===== config.mk =====
export PLATFORM = sky130hd
export DESIGN_NAME = spi_adc_reader_flat
export DESIGN_NICKNAME = d
export VERILOG_FILES = /design/src/rtl/spi_pkg.sv /design/src/rtl/spi_adc_reader_if.sv /design/src/rtl/spi_sclk_gen.sv /design/src/rtl/spi_adc_reader.sv /design/src/flat_wrapper.sv
export SDC_FILE = /design/constraint.sdc
export NUM_CORES = 1
export LEC_CHECK = 0
export BUFFER_PORTS_ARGS = -buffer_cell sky130_fd_sc_hd__buf_2
export CORE_ASPECT_RATIO = 0.8
export CORE_MARGIN = 10
export CORE_UTILIZATION = 35
export CTS_BUF_LIST = sky130_fd_sc_hd__clkbuf_8
export DETAILED_ROUTE_END_ITERATION = 12
export PLACE_DENSITY = 0.5
export SLEW_MARGIN = 20
export SYNTH_ARGS = -nofsm -noshare
export SYNTH_HDL_FRONTEND = slang
export SYNTH_HIERARCHICAL = 1
export SYNTH_SLANG_ARGS = --single-unit

===== constraint.sdc =====
create_clock -name clk -period 2.9 [get_ports clk]
set_input_delay 0.29 -clock clk [delete_from_list [all_inputs] [get_ports clk]]
set_output_delay 0.29 -clock clk [all_outputs]
set_load 0.005 [all_outputs]

===== src/rtl/spi_pkg.sv =====
// rtl/spi_pkg.sv - shared constants and state encoding for the serial ADC reader
package spi_pkg;

  // Default timing and frame geometry for the 12-bit ADC on a 50 MHz clock
  localparam int DIV_DEF    = 2;
  localparam int NBITS_DEF  = 16;
  localparam int DATA_W_DEF = 12;
  localparam int QUIET_DEF  = 3;

  // The ADC pads each sample with this many leading zero bits
  localparam int LEAD_DEF = NBITS_DEF - DATA_W_DEF;

  // Frame sequencer states
  localparam logic [2:0] ST_IDLE  = 3'd0;
  localparam logic [2:0] ST_SETUP = 3'd1;
  localparam logic [2:0] ST_SHIFT = 3'd2;
  localparam logic [2:0] ST_HOLD  = 3'd3;
  localparam logic [2:0] ST_QUIET = 3'd4;

endpackage


===== src/rtl/spi_adc_reader_if.sv =====
// rtl/spi_adc_reader_if.sv - SPI pin bundle between the reader and the ADC
interface spi_adc_reader_if;
  logic sclk;
  logic cs_n;
  logic miso;

  modport master (output sclk, output cs_n, input miso);
  modport slave  (input sclk, input cs_n, output miso);
endinterface


===== src/rtl/spi_sclk_gen.sv =====
// rtl/spi_sclk_gen.sv - half-period divider producing sclk and edge strobes
module spi_sclk_gen #(
  parameter int DIV = 2
) (
  input  logic clk,
  input  logic rst,
  input  logic start,
  input  logic en,
  input  logic stop,
  output logic sclk,
  output logic rise,
  output logic fall
);

  localparam int CW = (DIV > 1) ? $clog2(DIV) : 1;

  logic [CW-1:0] cnt;
  logic          last;

  assign last = (cnt == CW'(DIV - 1));
  assign rise = en & last & ~sclk;
  assign fall = en & last & sclk;

  // Count half-periods; start drops sclk, stop holds it high on the final half-period
  always_ff @(posedge clk) begin
    if (rst) begin
      cnt  <= '0;
      sclk <= 1'b1;
    end else if (start) begin
      cnt  <= '0;
      sclk <= 1'b0;
    end else if (en) begin
      if (last) begin
        cnt  <= '0;
        sclk <= stop ? 1'b1 : ~sclk;
      end else begin
        cnt <= cnt + CW'(1);
      end
    end else begin
      cnt  <= '0;
      sclk <= 1'b1;
    end
  end

endmodule


===== src/rtl/spi_adc_reader.sv =====
// rtl/spi_adc_reader.sv - one-shot SPI read of a 12-bit ADC sample per tick
module spi_adc_reader
  import spi_pkg::*;
#(
  parameter int DIV    = DIV_DEF,
  parameter int NBITS  = NBITS_DEF,
  parameter int DATA_W = DATA_W_DEF,
  parameter int QUIET  = QUIET_DEF
) (
  input  logic              clk,
  input  logic              rst,
  input  logic              inicio,
  spi_adc_reader_if.master  spi,
  output logic [DATA_W-1:0] dato,
  output logic              listo,
  output logic              ocupado,
  output logic              fmt_err,
  output logic              perdido
);

  localparam int TMAX = (DIV > QUIET) ? DIV : QUIET;
  localparam int TW   = $clog2(TMAX + 1);
  localparam int BW   = $clog2(NBITS + 1);

  logic [2:0]       state;
  logic [TW-1:0]    tcnt;
  logic [BW-1:0]    bitcnt;
  logic [NBITS-1:0] shreg;
  logic             inicio_q;
  logic             cs_n_q;
  logic             start_edge;

  logic             sclk_w;
  logic             sclk_start;
  logic             sclk_en;
  logic             sclk_stop;
  logic             sclk_rise;
  logic             sclk_fall;

  assign start_edge = inicio & ~inicio_q;

  // sclk starts low on the same edge SETUP hands over to SHIFT
  assign sclk_start = (state == ST_SETUP) && (tcnt == TW'(DIV - 1));
  assign sclk_en    = (state == ST_SHIFT);
  assign sclk_stop  = (bitcnt == BW'(NBITS));

  spi_sclk_gen #(
    .DIV (DIV)
  ) u_sclk_gen (
    .clk   (clk),
    .rst   (rst),
    .start (sclk_start),
    .en    (sclk_en),
    .stop  (sclk_stop),
    .sclk  (sclk_w),
    .rise  (sclk_rise),
    .fall  (sclk_fall)
  );

  assign spi.sclk = sclk_w;
  assign spi.cs_n = cs_n_q;

  // Frame sequencer: start detect, shift-in on sclk rise, publish result on entering QUIET
  always_ff @(posedge clk) begin
    if (rst) begin
      state    <= ST_IDLE;
      tcnt     <= '0;
      bitcnt   <= '0;
      shreg    <= '0;
      inicio_q <= 1'b0;
      cs_n_q   <= 1'b1;
      dato     <= '0;
      listo    <= 1'b0;
      ocupado  <= 1'b0;
      fmt_err  <= 1'b0;
      perdido  <= 1'b0;
    end else begin
      inicio_q <= inicio;
      listo    <= 1'b0;
      perdido  <= start_edge && (state != ST_IDLE);
      case (state)
        ST_IDLE: begin
          if (start_edge) begin
            state   <= ST_SETUP;
            cs_n_q  <= 1'b0;
            ocupado <= 1'b1;
            tcnt    <= '0;
            bitcnt  <= '0;
          end
        end
        ST_SETUP: begin
          if (tcnt == TW'(DIV - 1)) begin
            tcnt  <= '0;
            state <= ST_SHIFT;
          end else begin
            tcnt <= tcnt + TW'(1);
          end
        end
        ST_SHIFT: begin
          if (sclk_rise) begin
            shreg  <= {shreg[NBITS-2:0], spi.miso};
            bitcnt <= bitcnt + BW'(1);
          end
          if (sclk_fall && sclk_stop) begin
            state <= ST_HOLD;
          end
        end
        ST_HOLD: begin
          if (tcnt == TW'(DIV - 1)) begin
            tcnt    <= '0;
            state   <= ST_QUIET;
            cs_n_q  <= 1'b1;
            listo   <= 1'b1;
            dato    <= shreg[DATA_W-1:0];
            fmt_err <= |shreg[NBITS-1:DATA_W];
          end else begin
            tcnt <= tcnt + TW'(1);
          end
        end
        ST_QUIET: begin
          if (tcnt == TW'(QUIET - 1)) begin
            tcnt    <= '0;
            state   <= ST_IDLE;
            ocupado <= 1'b0;
          end else begin
            tcnt <= tcnt + TW'(1);
          end
        end
        default: begin
          state   <= ST_IDLE;
          cs_n_q  <= 1'b1;
          ocupado <= 1'b0;
          tcnt    <= '0;
        end
      endcase
    end
  end

endmodule


===== src/flat_wrapper.sv =====
// flat-port wrapper written by rule: the top's interface ports become plain ports
module spi_adc_reader_flat import spi_pkg::*;
#(
  parameter int DIV    = DIV_DEF,
  parameter int NBITS  = NBITS_DEF,
  parameter int DATA_W = DATA_W_DEF,
  parameter int QUIET  = QUIET_DEF
)
  (clk, rst, inicio, dato, listo, ocupado, fmt_err, perdido, spi_sclk, spi_cs_n, spi_miso);
  spi_adc_reader_if spi_i ();
  input  logic clk;
  input  logic rst;
  input  logic inicio;
  output logic [DATA_W-1:0] dato;
  output logic listo;
  output logic ocupado;
  output logic fmt_err;
  output logic perdido;
  output wire logic [$bits(spi_i.sclk)-1:0] spi_sclk;
  output wire logic [$bits(spi_i.cs_n)-1:0] spi_cs_n;
  input wire logic [$bits(spi_i.miso)-1:0] spi_miso;
  assign spi_sclk = spi_i.sclk;
  assign spi_cs_n = spi_i.cs_n;
  assign spi_i.miso = spi_miso;
  spi_adc_reader #(.DIV(DIV), .NBITS(NBITS), .DATA_W(DATA_W), .QUIET(QUIET)) u_core (.clk(clk), .rst(rst), .inicio(inicio), .spi(spi_i), .dato(dato), .listo(listo), .ocupado(ocupado), .fmt_err(fmt_err), .perdido(perdido));
endmodule

==> flow_summary.yaml, run 1 <==
clocking:
  cts.sinks: 46
  insertion_delay_ns: 0.30
  htree_levels: 2
  hold_buffers: 0
  cts_buffer_depth: 2
  cts_buffers: 5
  postCtsSetupRepairBufs: 0
  cts_root_buf: "clkbuf_8"
  cts_resized: 0
  path_clk_slew_ns: 0.09
  cts_tree: "yes"
timing:
  fin_tns_setup_ns: 0
  tightest_slew_ns: 0.714
  min_period_ns: 2.18
  fin_skew_ns: 0.0127
  fmax_mhz: 459
  slew_headroom: 0.521
  post-route-period-util: 0.751
  hold_violations: 0
  drv_slew: 0
  setup_viol: 0
  rsz0062_at_grt: "false"
job:
  cap_viol_max_count: 0
placement:
  post-place-cells: 313
  dp_hpwl_mm: 2.97
  portBuffers: 21
  placed_area_sq_um: 2070
  place.gp.congestion: 0.728
layout:
  nets: 248
  drive_above_1_share: 0.148
  final_area_sq_um: 2180
  insertedDiodeCount: 0
  stdcell_count: 321
  area.growth.synth_to_final_pct: 10.8
  fillerInstances: 601
routing:
  first_iter_violations: 84
  viasPerCell: 4.98
  routed-via-count: 1600
  routed_wl_mm: 4.56
  routedWlPerCell_microns: 14.2
  first_pass_iters: 4
  drc: 0
  ant_nets: 0
worst_setup_path:
  cp-end-kind: "register"
  crit_arrival_ns: 2.34
  path_max_fanout: 17
  startpoint_type: "register"
  path_class: "reg2reg"
  critPathRequiredTime_ns: 3.06
yosys:
  synth_edf_count: 0
  async_reset_ff_frac: 0
  synth_cells: 231
  synth.ff_latch_count: 46
  ys.flop_type: "dfxtp_1"
  synth_fp_nets: 237
  synth.avg_cell_area_sq_um: 8.52
  synthesis.area_sq_um: 1970
  synth.distinct_cells: 45
  seq_area_frac_synth: 0.468
  yosys_warnings: 6
die:
  core_sq_um: 5470
  io_pins: 22
  die_w_microns: 104
  rows: 24
  initial_utilization: 0.360
  dieArea_sq_um: 9040
  die_h_microns: 87.1
grt:
  first_global_vias: 1594
  antenna_found_initial: 0
  gr-total-overflow: 0
  grt_usage: 0.104
  grt_max_degree: 45
  grt_first_pass_wirelength_mm: 7.91
power:
  p_sw_frac: 0.225
  p_int_w: 0.000910
  seqPwrFrac: 0.554
  power_per_cell_area_nw_per_um2: 539
  comb_power_share: 0.047
  switchingPower_w: 0.000265
  leakage_nw: 0.760
  ir_drop_v: 0.000183
  clkPwrFrac: 0.400
min_path:
  hold_class: "in2reg"
run_status:
  status: "completed"
==> path summary, 6_finish.rpt <==
path                                                 endpoint  slack, ns  depth (start not counted)                           from
worst max-delay path             u_core/shreg[7]$_SDFFE_PP0P_       0.72                          6   u_core/state[1]$_SDFFE_PP0P_
worst min-delay path             u_core/shreg[0]$_SDFFE_PP0P_       0.23                          3                       spi_miso
worst max register to register   u_core/shreg[7]$_SDFFE_PP0P_       0.72                          6   u_core/state[1]$_SDFFE_PP0P_
worst min register to register  u_core/shreg[15]$_SDFFE_PP0P_       0.47                          2  u_core/shreg[14]$_SDFFE_PP0P_
==> cell type report <==
class	instances	area (sq um)	area share
flip-flops and latches	46	921	0.422
multi-input cells	157	898	0.412
repair buffers	24	128	0.0585
well taps	78	97.6	0.0448
clock buffers	5	68.8	0.0316
clock inverters	3	37.5	0.0172
inverters	8	30.0	0.0138
==> routing by layer <==
| metal | global-route usage | vias up | share of wire |
|---|---|---|---|
| li1 | - | 831 | - |
| met1 | 0.143 | 742 | 0.56 |
| met2 | 0.156 | 23 | 0.39 |
| met3 | 0.0296 | 4 | 0.041 |
| met4 | 0.0303 | 0 | 0.0097 |
| met5 | 0 | - | 0 |
==> power by group through the flow <==
stage               registers, W  clock network [W]  logic (W)
floorplan               0.000660                  0  0.0000484
global placement        0.000665                  0  0.0000558
detailed placement      0.000665                  0  0.0000556
CTS                     0.000650           0.000482  0.0000558
global route            0.000652           0.000501  0.0000629
finish                  0.000650           0.000469  0.0000547
==> metrics by stage <==
step           power (W)  worst slack [ns]  utilization  hold WS [ns]
2_1_floorplan   0.000708             0.996            -         0.363
3_3_place_gp    0.000721             0.757        0.380         0.449
3_5_place_dp    0.000720             0.735        0.380         0.452
4_1_cts          0.00119             0.715        0.399         0.230
5_1_grt          0.00122             0.434        0.399         0.247
6_report         0.00117             0.722        0.399         0.234
==> logic make-up (layout without fill, tap and decap cells) <==
| logic type | Yosys count | after routing | synth area share |
|---|---|---|---|
| xor+xnor | 1 | 1 | 0.00445 |
| fa+ha+maj | 2 | 2 | 0.0127 |
| mux | 3 | 3 | 0.0153 |
| compound gates | 67 | 67 | 0.198 |
| simple gates | 84 | 84 | 0.226 |
| flops | 46 | 46 | 0.468 |
| buf+inv | 28 | 40 | 0.0757 |
==> registers in the layout, summed over array words and instances, names as in the netlist <==
| name | flops |
|---|---|
| u_core/ocupado | 1 |
| u_core/listo | 1 |
| u_core/dato | 12 |
| u_core/u_sclk_gen/cnt | 1 |
| u_core/state | 3 |
| u_core/u_sclk_gen/sclk | 1 |
| u_core/fmt_err | 1 |
| u_core/bitcnt | 5 |
| u_core/tcnt | 2 |
| u_core/perdido | 1 |
| u_core/inicio_q | 1 |
| u_core/shreg | 16 |
| u_core/spi.cs_n | 1 |
==> Yosys cell counts (2+ instances only) <==
cell,instances,area (sq um)
nand3_1,18,90.1
buf_2,5,25.0
buf_4,4,30.0
o211ai_1,3,22.5
nand4bb_1,2,22.5
a21oi_1,35,175
a211oi_1,2,15.0
nor4b_1,3,26.3
nor2_1,7,26.3
buf_6,3,33.8
nor3_1,2,10.0
dfxtp_1,46,921
inv_1,8,30.0
mux2i_1,3,30.0
o21ai_0,17,85.1
nand2_1,37,139
ha_1,2,25.0
clkbuf_1,7,26.3
==> cell usage in the layout, fill, tap and decap left out, types with 3 or more instances in the layout <==
cell type	count
o211ai_1	3
nor4b_1	3
clkbuf_8	5
mux2i_1	3
a21oi_1	35
nand2_1	37
inv_1	10
nor2_1	7
buf_2	21
dfxtp_1	46
nand3_1	18
o21ai_0	17
buf_4	3
==> critical path, stage by stage, from the launching register on <==
cell and delay [ns]:
dfxtp_1 0.59, and3_1 0.29, nand2_1 0.07, nor2_1 0.15, nand4bb_1 0.60, nand2_1 0.25
a21oi_1 0.08
(Power assumes the default switching activity.)
==> inputs of run 2 (changes only) <==
PLACE_DENSITY = 0.52   (was 0.5)
clock period = 1.9 ns   (was 2.9 ns; I/O delays follow)
==> flow_summary.yaml, run 2 (synthesized netlist as in run 1, its figures left out) <==
run_status:
  status: "completed"
timing:
  drv_slew: 0
  post-route-period-util: 0.895
  hold_violations: 0
  whs_ns: 0.141
  fin_skew_ns: 0.00564
  fmax_mhz: 588
  slew_headroom: 0.640
  tightest_slew_ns: 0.541
  setup_viol: 0
  fin_tns_setup_ns: 0
  min_period_ns: 1.70
  rsz0062_at_grt: "false"
grt:
  grt_first_pass_wirelength_mm: 7.69
  antenna_found_initial: 0
  grt_usage: 0.101
  gr-total-overflow: 0
  grt_max_degree: 30
  first_global_vias: 1534
layout:
  reg_top3: "u_core/shreg (16), u_core/dato (12), u_core/bitcnt (5)"
  multi_input_area_sq_um: 898
  largest_register_ffs: 16
  top_register: "u_core/shreg"
  regArea_sq_um: 921
  final_common_cell: "dfxtp_1"
  drive_above_1_share: 0.170
  insertedDiodeCount: 0
  nets: 253
  fillerInstances: 593
  mostFrequentLayoutCells: "dfxtp_1, nand2_1, a21oi_1, buf_2, nand3_1"
  area.growth.synth_to_final_pct: 11.3
placement:
  portBuffers: 21
  dp_hpwl_mm: 3.01
  place.gp.congestion: 0.792
routing:
  drc: 0
  first_pass_iters: 4
  routed-via-count: 1601
  routedWlPerCell_microns: 13.5
  ant_nets: 0
  routed_wl_mm: 4.38
  first_iter_violations: 59
  viasPerCell: 4.93
clocking:
  cts.sinks: 46
  cts_tree: "yes"
  path_clk_slew_ns: 0.09
  cts_resized: 0
  postCtsSetupRepairBufs: 0
  cts_root_buf: "clkbuf_8"
  cts_buffers: 5
  insertion_delay_ns: 0.29
  htree_levels: 2
  cts_buffer_depth: 2
  hold_buffers: 0
die:
  io_pins: 22
  dieArea_sq_um: 9040
  initial_utilization: 0.360
  die_w_microns: 104
  core_sq_um: 5470
  die_h_microns: 87.1
  rows: 24
min_path:
  hold_depth: 3
  hold_class: "in2reg"
worst_setup_path:
  crit_slowest_cell: "dfxtp_1"
  cp-end-kind: "register"
  max_stage_delay_ns: 0.49
  crit_path_cell_trace: "and3_1, nand2_1, nor2_1, nand2_1, a211oi_1, mux2i_1"
  startpoint_type: "register"
  ff2ff_path_depth: 6
  path_common_cell: "nand2_1"
  path_class: "reg2reg"
  critPathRequiredTime_ns: 2.13
  crit_arrival_ns: 1.93
  path_max_fanout: 9
power:
  leakage_nw: 0.767
  total_power_w: 0.00165
  power_per_cell_area_nw_per_um2: 751
  ir_drop_v: 0.000215
job:
  cap_viol_max_count: 0
run 2: power by group:
group	switching [W]	internal (W)	leakage [nW]
Sequential	0.0000106	0.000975	0.372
Clock	0.000319	0.000248	0.0438
Combinational	0.0000611	0.0000333	0.351
Total	0.000390	0.00126	0.767
run 2: routing by layer:
layer  routed length, microns  GRT usage
met4                       44     0.0303
met3                      178     0.0311
met5                        0          0
met2                     1710      0.144
met1                     2450      0.141
run 2: critical path: cells and delay by family, from the launching register on:
kind / cells / cell delay (ns)
compound gates: 1 / 0.29
flops: 1 / 0.49
mux: 1 / 0.21
simple gates: 4 / 0.63
run 2: area by class of cell:
class / count / area share
Sequential cell: 46 / 0.420
Multi-Input combinational cell: 157 / 0.410
Timing Repair Buffer: 29 / 0.0754
Tap cell: 78 / 0.0445
Clock buffer: 5 / 0.0314
Inverter: 8 / 0.0137
Clock inverter: 2 / 0.00457
run 2: stage by stage:
stage           util  cells  area [sq um]  setup slack [ns]
2_1_floorplan      -    231          1970             0.106
3_3_place_gp   0.386    318          2110             0.273
3_5_place_dp   0.386    318          2110             0.223
4_1_cts        0.401    325          2190             0.203
5_1_grt        0.401    325          2190            0.0436
6_report       0.401    325          2190             0.200
run 2: final timing paths:
| path | slack, ns | from | endpoint |
|---|---|---|---|
| max | 0.20 | u_core/state[1]$_SDFFE_PP0P_ | u_core/bitcnt[4]$_SDFFE_PP0P_ |
| min | 0.14 | spi_miso | u_core/shreg[0]$_SDFFE_PP0P_ |
| max reg2reg | 0.20 | u_core/state[1]$_SDFFE_PP0P_ | u_core/bitcnt[4]$_SDFFE_PP0P_ |
| min reg2reg | 0.47 | u_core/shreg[15]$_SDFFE_PP0P_ | u_core/shreg[15]$_SDFFE_PP0P_ |
==> inputs of run 3 (changes only) <==
--- a/config.mk
+++ b/config.mk
@@ -7,10 +7,12 @@
 export LEC_CHECK = 0
 export BUFFER_PORTS_ARGS = -buffer_cell sky130_fd_sc_hd__buf_2
+export CELL_PAD_IN_SITES_DETAIL_PLACEMENT = 2
+export CELL_PAD_IN_SITES_GLOBAL_PLACEMENT = 2
 export CORE_ASPECT_RATIO = 0.8
 export CORE_MARGIN = 10
-export CORE_UTILIZATION = 35
+export CORE_UTILIZATION = 33
 export CTS_BUF_LIST = sky130_fd_sc_hd__clkbuf_8
 export DETAILED_ROUTE_END_ITERATION = 12
-export PLACE_DENSITY = 0.52
+export PLACE_DENSITY = 0.76
 export SLEW_MARGIN = 20
 export SYNTH_ARGS = -nofsm -noshare
==> constraint.sdc (replaced) <==
create_clock -name clk -period 1.9 [get_ports clk]
set_input_delay 0.095 -clock clk [delete_from_list [all_inputs] [get_ports clk]]
set_output_delay 0.095 -clock clk [all_outputs]
set_load 0.005 [all_outputs]
==> flow_summary.yaml, run 3 (synthesized netlist as in run 1, its figures left out) <==
run_status:
  status: "completed"
clocking:
  cts_tree: "yes"
  cts_resized: 0
  cts_buffers: 5
  cts_root_buf: "clkbuf_8"
  cts_buffer_depth: 2
  hold_buffers: 0
  path_clk_slew_ns: 0.10
  cts.sinks: 46
  insertion_delay_ns: 0.31
  postCtsSetupRepairBufs: 0
  htree_levels: 2
grt:
  grt_first_pass_wirelength_mm: 9.50
  gr-total-overflow: 0
  grt_usage: 0.125
  grt_max_degree: 31
  antenna_found_initial: 0
  first_global_vias: 1837
worst_setup_path:
  crit_arrival_ns: 1.91
  cp-end-kind: "register"
  r2r_slack_ns: 0.22
  critPathRequiredTime_ns: 2.13
  max_stage_delay_ns: 0.33
  r2r_start: "u_core/state[2]$_SDFFE_PP0P_"
  crit_path_cell_trace: "inv_1, and3_1, nand2_1, nor2_1, nand2_1, a211oi_1, mux2i_1"
  cp_top_family: "simple AND/OR/NAND/NOR gates"
  startpoint_type: "register"
  ff2ff_path_depth: 7
  path_max_fanout: 4
  crit_buf_inv: 1
  path_common_cell: "nand2_1"
  path_class: "reg2reg"
  timing.rr.end: "u_core/bitcnt[2]$_SDFFE_PP0P_"
  crit_slowest_cell: "dfxtp_1"
timing:
  hold_violations: 0
  slew_headroom: 0.600
  drv_slew: 0
  tightest_slew_ns: 0.600
  fin_skew_ns: 0.0114
  rsz0062_at_grt: "false"
  min_period_ns: 1.68
  fin_tns_setup_ns: 0
  fmax_mhz: 597
  setup_viol: 0
  post-route-period-util: 0.882
layout:
  drive_above_1_share: 0.173
  area.growth.synth_to_final_pct: 14.7
  multi_input_area_sq_um: 898
  mostFrequentLayoutCells: "dfxtp_1, nand2_1, a21oi_1, buf_2, nand3_1"
  utilization: 0.386
  largest_register_ffs: 16
  nets: 253
  final_common_cell: "dfxtp_1"
  top_register: "u_core/shreg"
  insertedDiodeCount: 0
  reg_top3: "u_core/shreg (16), u_core/dato (12), u_core/bitcnt (5)"
  fillerInstances: 692
  regArea_sq_um: 921
  final_area_sq_um: 2260
die:
  initial_utilization: 0.336
  die_h_microns: 89.1
  dieArea_sq_um: 9470
  die_w_microns: 106
  io_pins: 22
  core_sq_um: 5850
  rows: 25
routing:
  drc: 0
  routed-via-count: 1714
  routed_wl_mm: 5.56
  first_iter_violations: 72
  viasPerCell: 5.21
  ant_nets: 0
  routedWlPerCell_microns: 16.9
  first_pass_iters: 5
power:
  leakage_nw: 0.795
  ir_drop_v: 0.000269
  power_per_cell_area_nw_per_um2: 885
placement:
  dp_hpwl_mm: 3.64
  portBuffers: 21
  place.gp.congestion: 0.758
  placed_area_sq_um: 2120
min_path:
  whs_endpoint: "u_core/shreg[0]$_SDFFE_PP0P_"
  hold_class: "in2reg"
  hold_depth: 3
  holdCritStartpoint: "spi_miso"
job:
  cap_viol_max_count: 0
run 3: cell count changes in the layout (fill, tap and decap cells not counted):
cell	before	now
clkbuf_8	5	6
bufinv_16	0	2
clkinv_2	2	0
run 3: per-layer routing:
layer / vias to the layer above / track usage / share of wire
li1: 839 / - / -
met1: 854 / 0.164 / 0.50
met2: 18 / 0.198 / 0.46
met3: 3 / 0.0432 / 0.036
met4: 0 / 0.0184 / 0.0022
met5: - / 0 / 0
run 3: final cells by class:
cell class / count / share of cell area
Clock buffer: 6 / 0.0366
Clock inverter: 2 / 0.0266
Timing Repair Buffer: 29 / 0.0731
Multi-Input combinational cell: 157 / 0.398
Inverter: 8 / 0.0133
Tap cell: 81 / 0.0449
Sequential cell: 46 / 0.408
run 3: worst max-delay path by stage:
stage | startpoint | to | slack [ns] | depth (start not counted)
floorplan | u_core/state[2]$_SDFFE_PP0P_ | u_core/shreg[10]$_SDFFE_PP0P_ | 0.11 | 11
global placement | u_core/state[0]$_SDFFE_PP0P_ | u_core/bitcnt[0]$_SDFFE_PP0P_ | 0.36 | 8
detailed placement | u_core/state[1]$_SDFFE_PP0P_ | u_core/bitcnt[2]$_SDFFE_PP0P_ | 0.26 | 6
CTS | u_core/state[2]$_SDFFE_PP0P_ | u_core/bitcnt[2]$_SDFFE_PP0P_ | 0.20 | 7
global route | u_core/state[1]$_SDFFE_PP0P_ | u_core/bitcnt[2]$_SDFFE_PP0P_ | 0.04 | 6
finish | u_core/state[2]$_SDFFE_PP0P_ | u_core/bitcnt[2]$_SDFFE_PP0P_ | 0.22 | 7
run 3: stage by stage:
stage | hold WS (ns) | setup WS [ns] | total power, W | cells
3_3_place_gp | 0.348 | 0.356 | 0.00111 | 321
3_5_place_dp | 0.355 | 0.265 | 0.00111 | 321
2_1_floorplan | 0.168 | 0.106 | 0.00108 | 231
6_report | 0.0256 | 0.224 | 0.00200 | 329
5_1_grt | 0.00950 | 0.0438 | 0.00209 | 329
4_1_cts | 0.0214 | 0.203 | 0.00202 | 329
run 3: worst reg2reg max path, delay by kind of cell (launching register included):
kind / cells / cell delay [ns]
buffers and inverters: 1 / 0.10
and+or+nand+nor: 4 / 0.65
muxes: 1 / 0.22
DFF: 1 / 0.33
AOI/OAI and AO/OA: 1 / 0.31
run 3: power breakdown:
group / internal (W) / leakage (nW) / switching (W) / total (W)
Clock: 0.000561 / 0.0714 / 0.000353 / 0.000915
Sequential: 0.000975 / 0.372 / 0.0000102 / 0.000985
Combinational: 0.0000334 / 0.351 / 0.0000663 / 0.0000997
Total: 0.00157 / 0.795 / 0.000430 / 0.00200
